==> src/rtl/key_select_debounce.sv <==
// key_select_debounce
//   Conditions four raw, active-low, bouncing pushbuttons into a clean
//   2-bit select plus a one-cycle press strobe and debounced key levels.
//   Each key is synchronized (2 flops) and debounced by its own FSM.
//   A press is accepted only when exactly one key becomes pressed and no
//   other key is currently held, so chords never disturb the select.
//
// Ports
//   CLOCK_50   in   1  system clock, rising edge
//   RESET_N    in   1  asynchronous active-low reset
//   KEY        in   4  raw pushbuttons, 0 = pressed, asynchronous
//   SEL        out  2  last accepted select (KEY[3]->0 .. KEY[0]->3)
//   PRESS      out  1  one-cycle strobe when SEL takes an accepted value
//   VALID      out  1  sticky, set by the first accepted press
//   KEY_STATE  out  4  debounced key levels, 1 = pressed
module key_select_debounce #(
    parameter int DEBOUNCE_CYCLES = 250000,
    parameter int CNT_W           = 18
) (
    input  logic       CLOCK_50,
    input  logic       RESET_N,
    input  logic [3:0] KEY,
    output logic [1:0] SEL,
    output logic       PRESS,
    output logic       VALID,
    output logic [3:0] KEY_STATE
);

    typedef enum logic [1:0] {
        RELEASED        = 2'd0,
        PRESS_PENDING   = 2'd1,
        PRESSED         = 2'd2,
        RELEASE_PENDING = 2'd3
    } key_fsm_t;

    localparam logic [CNT_W-1:0] CNT_LAST = CNT_W'(DEBOUNCE_CYCLES - 1);
    localparam logic [CNT_W-1:0] CNT_ONE  = CNT_W'(1);

    // Two-flop synchronizer; resets to "released" so nothing fires at reset.
    logic [3:0] sync1_reg;
    logic [3:0] sync2_reg;

    always_ff @(posedge CLOCK_50 or negedge RESET_N) begin
        if (!RESET_N) begin
            sync1_reg <= 4'hF;
            sync2_reg <= 4'hF;
        end else begin
            sync1_reg <= KEY;
            sync2_reg <= sync1_reg;
        end
    end

    logic [3:0] enter_vec;  // key moves PRESS_PENDING -> PRESSED this edge
    logic [3:0] held_vec;   // key currently PRESSED or RELEASE_PENDING
    logic [3:0] level_vec;  // debounced level after this edge

    genvar gi;
    generate
        for (gi = 0; gi < 4; gi++) begin : g_key
            key_fsm_t         state_reg, state_next;
            logic [CNT_W-1:0] cnt_reg, cnt_next;
            logic             enter_press;
            logic             level_next;

            // State register
            always_ff @(posedge CLOCK_50 or negedge RESET_N) begin
                if (!RESET_N) begin
                    state_reg <= RELEASED;
                    cnt_reg   <= '0;
                end else begin
                    state_reg <= state_next;
                    cnt_reg   <= cnt_next;
                end
            end

            // Next-state logic; the terminal compare stops the counter
            // before it could ever wrap.
            always_comb begin
                state_next = state_reg;
                cnt_next   = cnt_reg;
                case (state_reg)
                    RELEASED: begin
                        if (!sync2_reg[gi]) begin
                            state_next = PRESS_PENDING;
                            cnt_next   = '0;
                        end
                    end
                    PRESS_PENDING: begin
                        if (sync2_reg[gi]) begin
                            state_next = RELEASED;
                            cnt_next   = '0;
                        end else if (cnt_reg == CNT_LAST) begin
                            state_next = PRESSED;
                        end else begin
                            cnt_next = cnt_reg + CNT_ONE;
                        end
                    end
                    PRESSED: begin
                        if (sync2_reg[gi]) begin
                            state_next = RELEASE_PENDING;
                            cnt_next   = '0;
                        end
                    end
                    RELEASE_PENDING: begin
                        if (!sync2_reg[gi]) begin
                            state_next = PRESSED;
                        end else if (cnt_reg == CNT_LAST) begin
                            state_next = RELEASED;
                        end else begin
                            cnt_next = cnt_reg + CNT_ONE;
                        end
                    end
                    default: begin
                        state_next = RELEASED;
                        cnt_next   = '0;
                    end
                endcase
            end

            // Output logic
            always_comb begin
                enter_press = (state_reg == PRESS_PENDING) && (state_next == PRESSED);
                level_next  = (state_next == PRESSED) || (state_next == RELEASE_PENDING);
            end

            assign enter_vec[gi] = enter_press;
            assign level_vec[gi] = level_next;
            assign held_vec[gi]  = (state_reg == PRESSED) || (state_reg == RELEASE_PENDING);
        end
    endgenerate

    // A key that is entering PRESSED is in PRESS_PENDING, so it is never in
    // held_vec itself: "no other key held" reduces to held_vec == 0.
    logic       accept;
    logic [1:0] sel_reg, sel_next;
    logic       press_reg;
    logic       valid_reg;
    logic [3:0] key_state_reg;

    always_comb begin
        accept   = (held_vec == 4'b0000) && $onehot(enter_vec);
        sel_next = sel_reg;
        if (accept) begin
            for (int i = 0; i < 4; i++) begin
                if (enter_vec[i]) begin
                    sel_next = 2'(3 - i);
                end
            end
        end
    end

    always_ff @(posedge CLOCK_50 or negedge RESET_N) begin
        if (!RESET_N) begin
            sel_reg       <= 2'd0;
            press_reg     <= 1'b0;
            valid_reg     <= 1'b0;
            key_state_reg <= 4'b0000;
        end else begin
            sel_reg       <= sel_next;
            press_reg     <= accept;
            valid_reg     <= valid_reg | accept;
            key_state_reg <= level_vec;
        end
    end

    assign SEL       = sel_reg;
    assign PRESS     = press_reg;
    assign VALID     = valid_reg;
    assign KEY_STATE = key_state_reg;

endmodule

==> config.mk <==
export PLATFORM = sky130hd
export DESIGN_NAME = key_select_debounce
export DESIGN_NICKNAME = d
export VERILOG_FILES = /design/src/rtl/key_select_debounce.sv
export SDC_FILE = /design/constraint.sdc
export NUM_CORES = 1
export LEC_CHECK = 0
export BUFFER_PORTS_ARGS = -buffer_cell sky130_fd_sc_hd__buf_2
export CORE_ASPECT_RATIO = 1.25
export CORE_UTILIZATION = 51
export CTS_CLUSTER_DIAMETER = 150
export CTS_CLUSTER_SIZE = 20
export DETAILED_ROUTE_END_ITERATION = 12
export GPL_ROUTABILITY_DRIVEN = 0
export MAX_ROUTING_LAYER = met4
export PLACE_DENSITY = 0.71
export SETUP_SLACK_MARGIN = 0.4
export SYNTH_ARGS = -nofsm -noshare
export SYNTH_HDL_FRONTEND = slang
export SYNTH_SLANG_ARGS = --single-unit
==> constraint.sdc <==
create_clock -name CLOCK_50 -period 7.2 [get_ports CLOCK_50]
set_clock_uncertainty 0.05 [all_clocks]
set_input_delay 1.44 -clock CLOCK_50 [delete_from_list [all_inputs] [get_ports CLOCK_50]]
set_output_delay 1.44 -clock CLOCK_50 [all_outputs]
set_load 0.005 [all_outputs]
==> results.json, run 1 <==
{
  "status": "completed",
  "p_clk_share_pct": 42.8,
  "reg2regPathDepth": 12,
  "finalSetupViolCount": 0,
  "synth_warnings": 0,
  "grt_pass1_vias": 4304,
  "final_hold_viol_count": 0,
  "grt_max_degree": 50,
  "avgSynthCellArea_um2": 8.91,
  "timing.rr.start": "g_key[0].cnt_reg[5]",
  "crit_required_ps": 7340,
  "drcViolationCount": 0,
  "cts-resized-gates": 0,
  "grt_overflow_total": 0,
  "cts_made_buffers": 9,
  "portBuffers": 13,
  "r2r_slack_ps": 2620,
  "path_clk_slew_ps": 70,
  "htreeDepth": 3,
  "synth_most_common_cell": "dfrtp_1",
  "fin_ws_ps": 2620,
  "place.detailed.hpwl_um": 7790,
  "firstDrtPassIters": 5,
  "cp-end-kind": "register",
  "synthArstFlopShare_pct": 100,
  "synth-edff-count": 0,
  "crit_chain": "or4b_2 -> nor4_2 -> nand2_1 -> or3_1 -> inv_1 -> fa_1 -> ha_1 -> ha_1 -> or4b_2 -> nor4_2 -> nor3b_1 -> a311oi_1",
  "cts.sinks": 94,
  "netlist_area_um2": 5250,
  "layout-drive-gt1-share_pct": 9.20,
  "hold-path-cell-count": 0,
  "worst_path_max_delay_cell": "or4b_2",
  "synth-seq-cells": 94,
  "place_ws_ps": 2700,
  "root_buffer": "clkbuf_16",
  "power_frac_comb_pct": 5.2,
  "syn_nets": 603,
  "area_growth_pct": 7.54,
  "seq_area_frac_synth_pct": 45.0,
  "slowest_delay_ps": 710,
  "ys_types": 63,
  "crit_path_max_fanout": 6,
  "fp.dieH_um": 115,
  "tightest_slew_ps": 1180,
  "cts_tree": "done",
  "die_x_um": 92.7,
  "largest_register_ffs": 72,
  "synth_ff_type": "dfrtp_1",
  "clock.fmax_mhz": 218,
  "cts.path.max_buffers": 2,
  "clkLatencyLatePin_ps": 340,
  "maxSlewViolCount": 0,
  "grt_pass1_wl_um": 19900,
  "fin_crit_sh_pct": 63.7,
  "postCtsHoldBufs": 0,
  "yosysTopAreaCell": "dfrtp_1",
  "vias": 4492,
  "min_to": "sync2_reg[1]",
  "pwr-share-seq_pct": 51.9,
  "synthCells": 589,
  "ys_top_cells_by_count": "dfrtp_1 (86), o21ai_0 (76), nand2_1 (60)",
  "r2r_end": "SEL[0]",
  "netlist.area_leader.share_pct": 41.0,
  "fin_nets": 596,
  "slew_headroom_pct": 20.7,
  "max_cap_viol_count": 0,
  "via_per_inst": 6.27,
  "cp-start-kind": "register",
  "pwr_density_cell_nw_per_um2": 187,
  "hp-class": "reg -> reg",
  "internal-power_mw": 0.798,
  "p_sw_mw": 0.256,
  "first_iter_violations": 217,
  "rsz0062_at_grt": "no",
  "pin_count": 14,
  "rows": 41,
  "post_cts_buffers": 0,
  "antenna_cells": 0,
  "critPathKind": "reg -> reg",
  "drt-wirelength-per-cell_um": 16.1,
  "antenna_found_initial": 0,
  "grt_usage_pct": 23.8,
  "initial_core_util_pct": 52.2,
  "switching_share_pct": 24.3,
  "min-delay-start": "sync1_reg[1]",
  "ir_drop_v": 0.000123,
  "ant_nets": 0,
  "hold_slack_ps": 308,
  "total_leakage_power_nw": 2.38,
  "fin_crit_ps": 4580,
  "routed_wl_um": 11600,
  "die_area_um2": 10700,
  "yosys-top-cells-area": "dfrtp_1 (41%), o21ai_0 (7.3%), nand2_1 (4.3%), nand3_1 (4.2%), dfstp_2 (4.0%)",
  "coreArea_um2": 10100,
  "arrival_ps": 4730,
  "setup_tns_ps": 0
}
==> placed cells by master (no fill, tap or decap), drive strengths merged, types with 10 or more instances in the layout <==
| cell type | n |
|---|---|
| clkbuf | 10 |
| nand4 | 25 |
| dfrtp | 86 |
| a21oi | 32 |
| o21ai | 78 |
| nor3 | 10 |
| inv | 12 |
| buf | 15 |
| and3 | 20 |
| nand2b | 13 |
| nor2 | 20 |
| a31oi | 24 |
| nand3 | 44 |
| nand2 | 60 |
==> routing by layer <==
layer / track usage (%) / vias up / part of all wire, %
met2: 40.4 / 85 / 51
met4: 7.59 / 0 / 0.88
met5: - / - / 0
met3: 3.44 / 10 / 3.1
li1: - / 2213 / -
met1: 29.2 / 2184 / 45
==> cell type report <==
| class | count | area [µm²] |
|---|---|---|
| sequential | 94 | 2360 |
| clock inverter | 6 | 45.0 |
| inverter | 11 | 41.3 |
| clock buffer | 10 | 239 |
| timing repair buffer | 15 | 82.6 |
| fill | 928 | 4410 |
| multi-input combinational | 451 | 2710 |
| tap | 129 | 161 |
==> per-stage QoR <==
stage,area (µm²),total power [mW],cells,util (%)
2_1_floorplan,5250,0.589,589,-
3_3_place_gp,5360,0.611,700,53.3
3_5_place_dp,5360,0.613,700,53.3
4_1_cts,5640,1.07,716,56.1
5_1_grt,5640,1.09,716,56.1
6_report,5640,1.05,716,56.1
==> power by group through the flow <==
| stage | sequential (mW) | combinational, mW | clock [mW] |
|---|---|---|---|
| floorplan | 0.552 | 0.0372 | 0 |
| global placement | 0.557 | 0.0540 | 0 |
| detailed placement | 0.557 | 0.0557 | 0 |
| CTS | 0.547 | 0.0559 | 0.464 |
| global route | 0.549 | 0.0627 | 0.483 |
| finish | 0.548 | 0.0550 | 0.452 |
==> how the worst max path moves through the flow <==
stage	from	endpoint	slack, ps	cells after the start
final	g_key[0].cnt_reg[5]	SEL[0]	2620	12
after global routing	g_key[0].cnt_reg[4]	SEL[0]	2390	12
after CTS	g_key[0].cnt_reg[5]	SEL[0]	2650	12
after detailed placement	g_key[0].cnt_reg[4]	SEL[0]	2700	12
after global placement	g_key[0].cnt_reg[4]	SEL[0]	2850	12
after floorplan	g_key[0].cnt_reg[9]	SEL[0]	3040	13
==> critical path, delay by kind of cell (launching register included) <==
kind,cells,cell delay [ps]
simple gates,7,2930
fa+ha+maj,3,870
flops,1,430
buf+inv,1,80
compound gates,1,80
==> cells by family after synthesis <==
group / after synthesis / synth area share [%]
AND/OR/NAND/NOR: 247 / 26.4
AO/OA/AOI/OAI: 183 / 20.8
flip-flops: 94 / 45.0
buffers and inverters: 44 / 3.31
adder cells (fa/ha/maj): 9 / 2.24
XOR/XNOR: 7 / 1.17
multiplexers: 5 / 0.978
(Power assumes the default switching activity.)
==> run 2: changes to the inputs <==
- PLACE_DENSITY: 0.71 -> 0.74
- clock period: 7.2 -> 3.77 ns (I/O delays scaled with it)
==> run 2 against run 1 <==
  * The flow now finishes with violations (negative setup slack)
  * Critical path depth did not move
  * First-iteration DRC count rose by 48%
  * Core utilization rose by 3.1 points
  * Critical path type unchanged
  * Critical endpoint unchanged
==> results.json, run 2 (synthesis results as in run 1) <==
{
  "layout-drive-gt1-share_pct": 14.5,
  "pin_count": 14,
  "nFillCells": 886,
  "ir_drop_v": 0.000219,
  "r2r_slack_ps": -190,
  "slew_headroom_pct": 14.9,
  "cp-end-kind": "register",
  "max_cap_viol_count": 0,
  "pwr_density_cell_nw_per_um2": 358,
  "final_util_pct": 59.2,
  "antenna_cells": 0,
  "die_x_um": 92.7,
  "finalSetupViolCount": 4,
  "die_area_um2": 10700,
  "grt_usage_pct": 24.4,
  "portBuffers": 13,
  "largest_register_ffs": 72,
  "cts.path.max_buffers": 2,
  "root_buffer": "clkbuf_16",
  "drt-wirelength-per-cell_um": 15.9,
  "status": "finished, violations left",
  "cts_tree": "done",
  "coreArea_um2": 10100,
  "path_clk_slew_ps": 60,
  "antenna_found_initial": 0,
  "place_ws_ps": -227,
  "htreeDepth": 3,
  "place.detailed.hpwl_um": 7880,
  "firstDrtPassIters": 4,
  "initial_core_util_pct": 52.2,
  "maxSlewViolCount": 0,
  "cts_made_buffers": 9,
  "hp-class": "reg -> reg",
  "multi_input_area_um2": 2790,
  "cts.sinks": 94,
  "grt_overflow_total": 0,
  "grt_pass1_wl_um": 20400,
  "fin_crit_ps": 3960,
  "via_per_inst": 6.30,
  "ant_nets": 0,
  "area_growth_pct": 13.5,
  "crit_path_max_fanout": 4,
  "arrival_ps": 4160,
  "layout_common_cells": "dfrtp_1 (86), o21ai_0 (76), nand2_1 (59)",
  "min-delay-start": "sync1_reg[3]",
  "timing.rr.start": "g_key[0].cnt_reg[6]",
  "grt_pass1_vias": 4386,
  "routed_wl_um": 11800,
  "rows": 41,
  "violations": "negative setup slack",
  "total_leakage_power_nw": 2.54,
  "fin_ws_ps": -193,
  "fin_crit_sh_pct": 105,
  "crit_start": "g_key[0].cnt_reg[6]",
  "fp.dieH_um": 115,
  "first_iter_violations": 321,
  "vias": 4683,
  "postCtsHoldBufs": 0,
  "clock.fmax_mhz": 252,
  "mostFrequentLayoutCell": "dfrtp_1",
  "crit_required_ps": 3970,
  "tightest_slew_ps": 1260,
  "rsz0062_at_grt": "yes",
  "grt_max_degree": 87,
  "fin_nets": 623,
  "critPathKind": "reg -> reg",
  "regArea_um2": 2360,
  "final_hold_viol_count": 0,
  "drcViolationCount": 0,
  "clkLatencyLatePin_ps": 350,
  "cp-start-kind": "register"
}
-- run 2: through the flow --
| stage | setup TNS (ps) | cells | power (mW) | hold slack, ps | instance area [µm²] |
|---|---|---|---|---|---|
| after floorplan | -260 | 589 | 1.13 | 295 | 5290 |
| final | -559 | 743 | 2.13 | 305 | 5960 |
| after detailed placement | -514 | 723 | 1.17 | 297 | 5580 |
| after CTS | -333 | 741 | 2.15 | 306 | 5920 |
| after global routing | -1120 | 743 | 2.21 | 312 | 5960 |
| after global placement | -132 | 723 | 1.17 | 297 | 5580 |
-- run 2: worst max-delay path, stage by stage, from the launching register on --
cell      delay [ps]
dfrtp_1          380
or4b_4           550
nor4_4           340
nand2_2           90
or3_4            340
inv_2             70
fa_1             400
ha_2             200
ha_4             200
or4b_4           490
nor4_4           370
a21oi_2          100
a311oi_2         260
-- run 2: final timing paths --
check | cells past startpoint | to
worst max-delay path | 12 | SEL[0]
worst min-delay path | 0 | sync2_reg[3]
worst max register to register | 12 | SEL[0]
worst min register to register | 0 | sync2_reg[3]
max in group asynchronous | 2 | sync1_reg[1]
min in group asynchronous | 1 | g_key[1].cnt_reg[11]
-- run 2: timing repair --
item                                    in CTS  in global routing
cloned                                       0                  0
buffers inserted                             2                  2
pin swaps                                    9                  3
endpoints found under the setup margin       4                  4
resized for setup                            5                  4
hold endpoints to repair                     0                  0
-- run 2: layer usage --
layer | part of all wire (%) | GRT usage [%] | routed length, µm | vias up
li1 | - | - | - | 2255
met1 | 43 | 29.5 | 5070 | 2295
met2 | 52 | 40.8 | 6120 | 113
met3 | 3.3 | 2.71 | 392 | 20
met4 | 2.3 | 11.3 | 267 | 0
met5 | 0 | - | 0 | -
-- run 2: layout make-up --
cell class                 instances  area share (%)
sequential                        94            39.7
inverter                          11           0.693
clock buffer                      12            4.14
clock inverter                     4            1.18
tap                              129            2.71
multi-input combinational        451            46.8
timing repair buffer              42            4.85
-- run 2: power by group --
group          switching, mW  total (mW)  internal, mW
combinational         0.0758       0.108        0.0325
sequential            0.0179        1.04          1.03
clock                  0.382       0.980         0.598
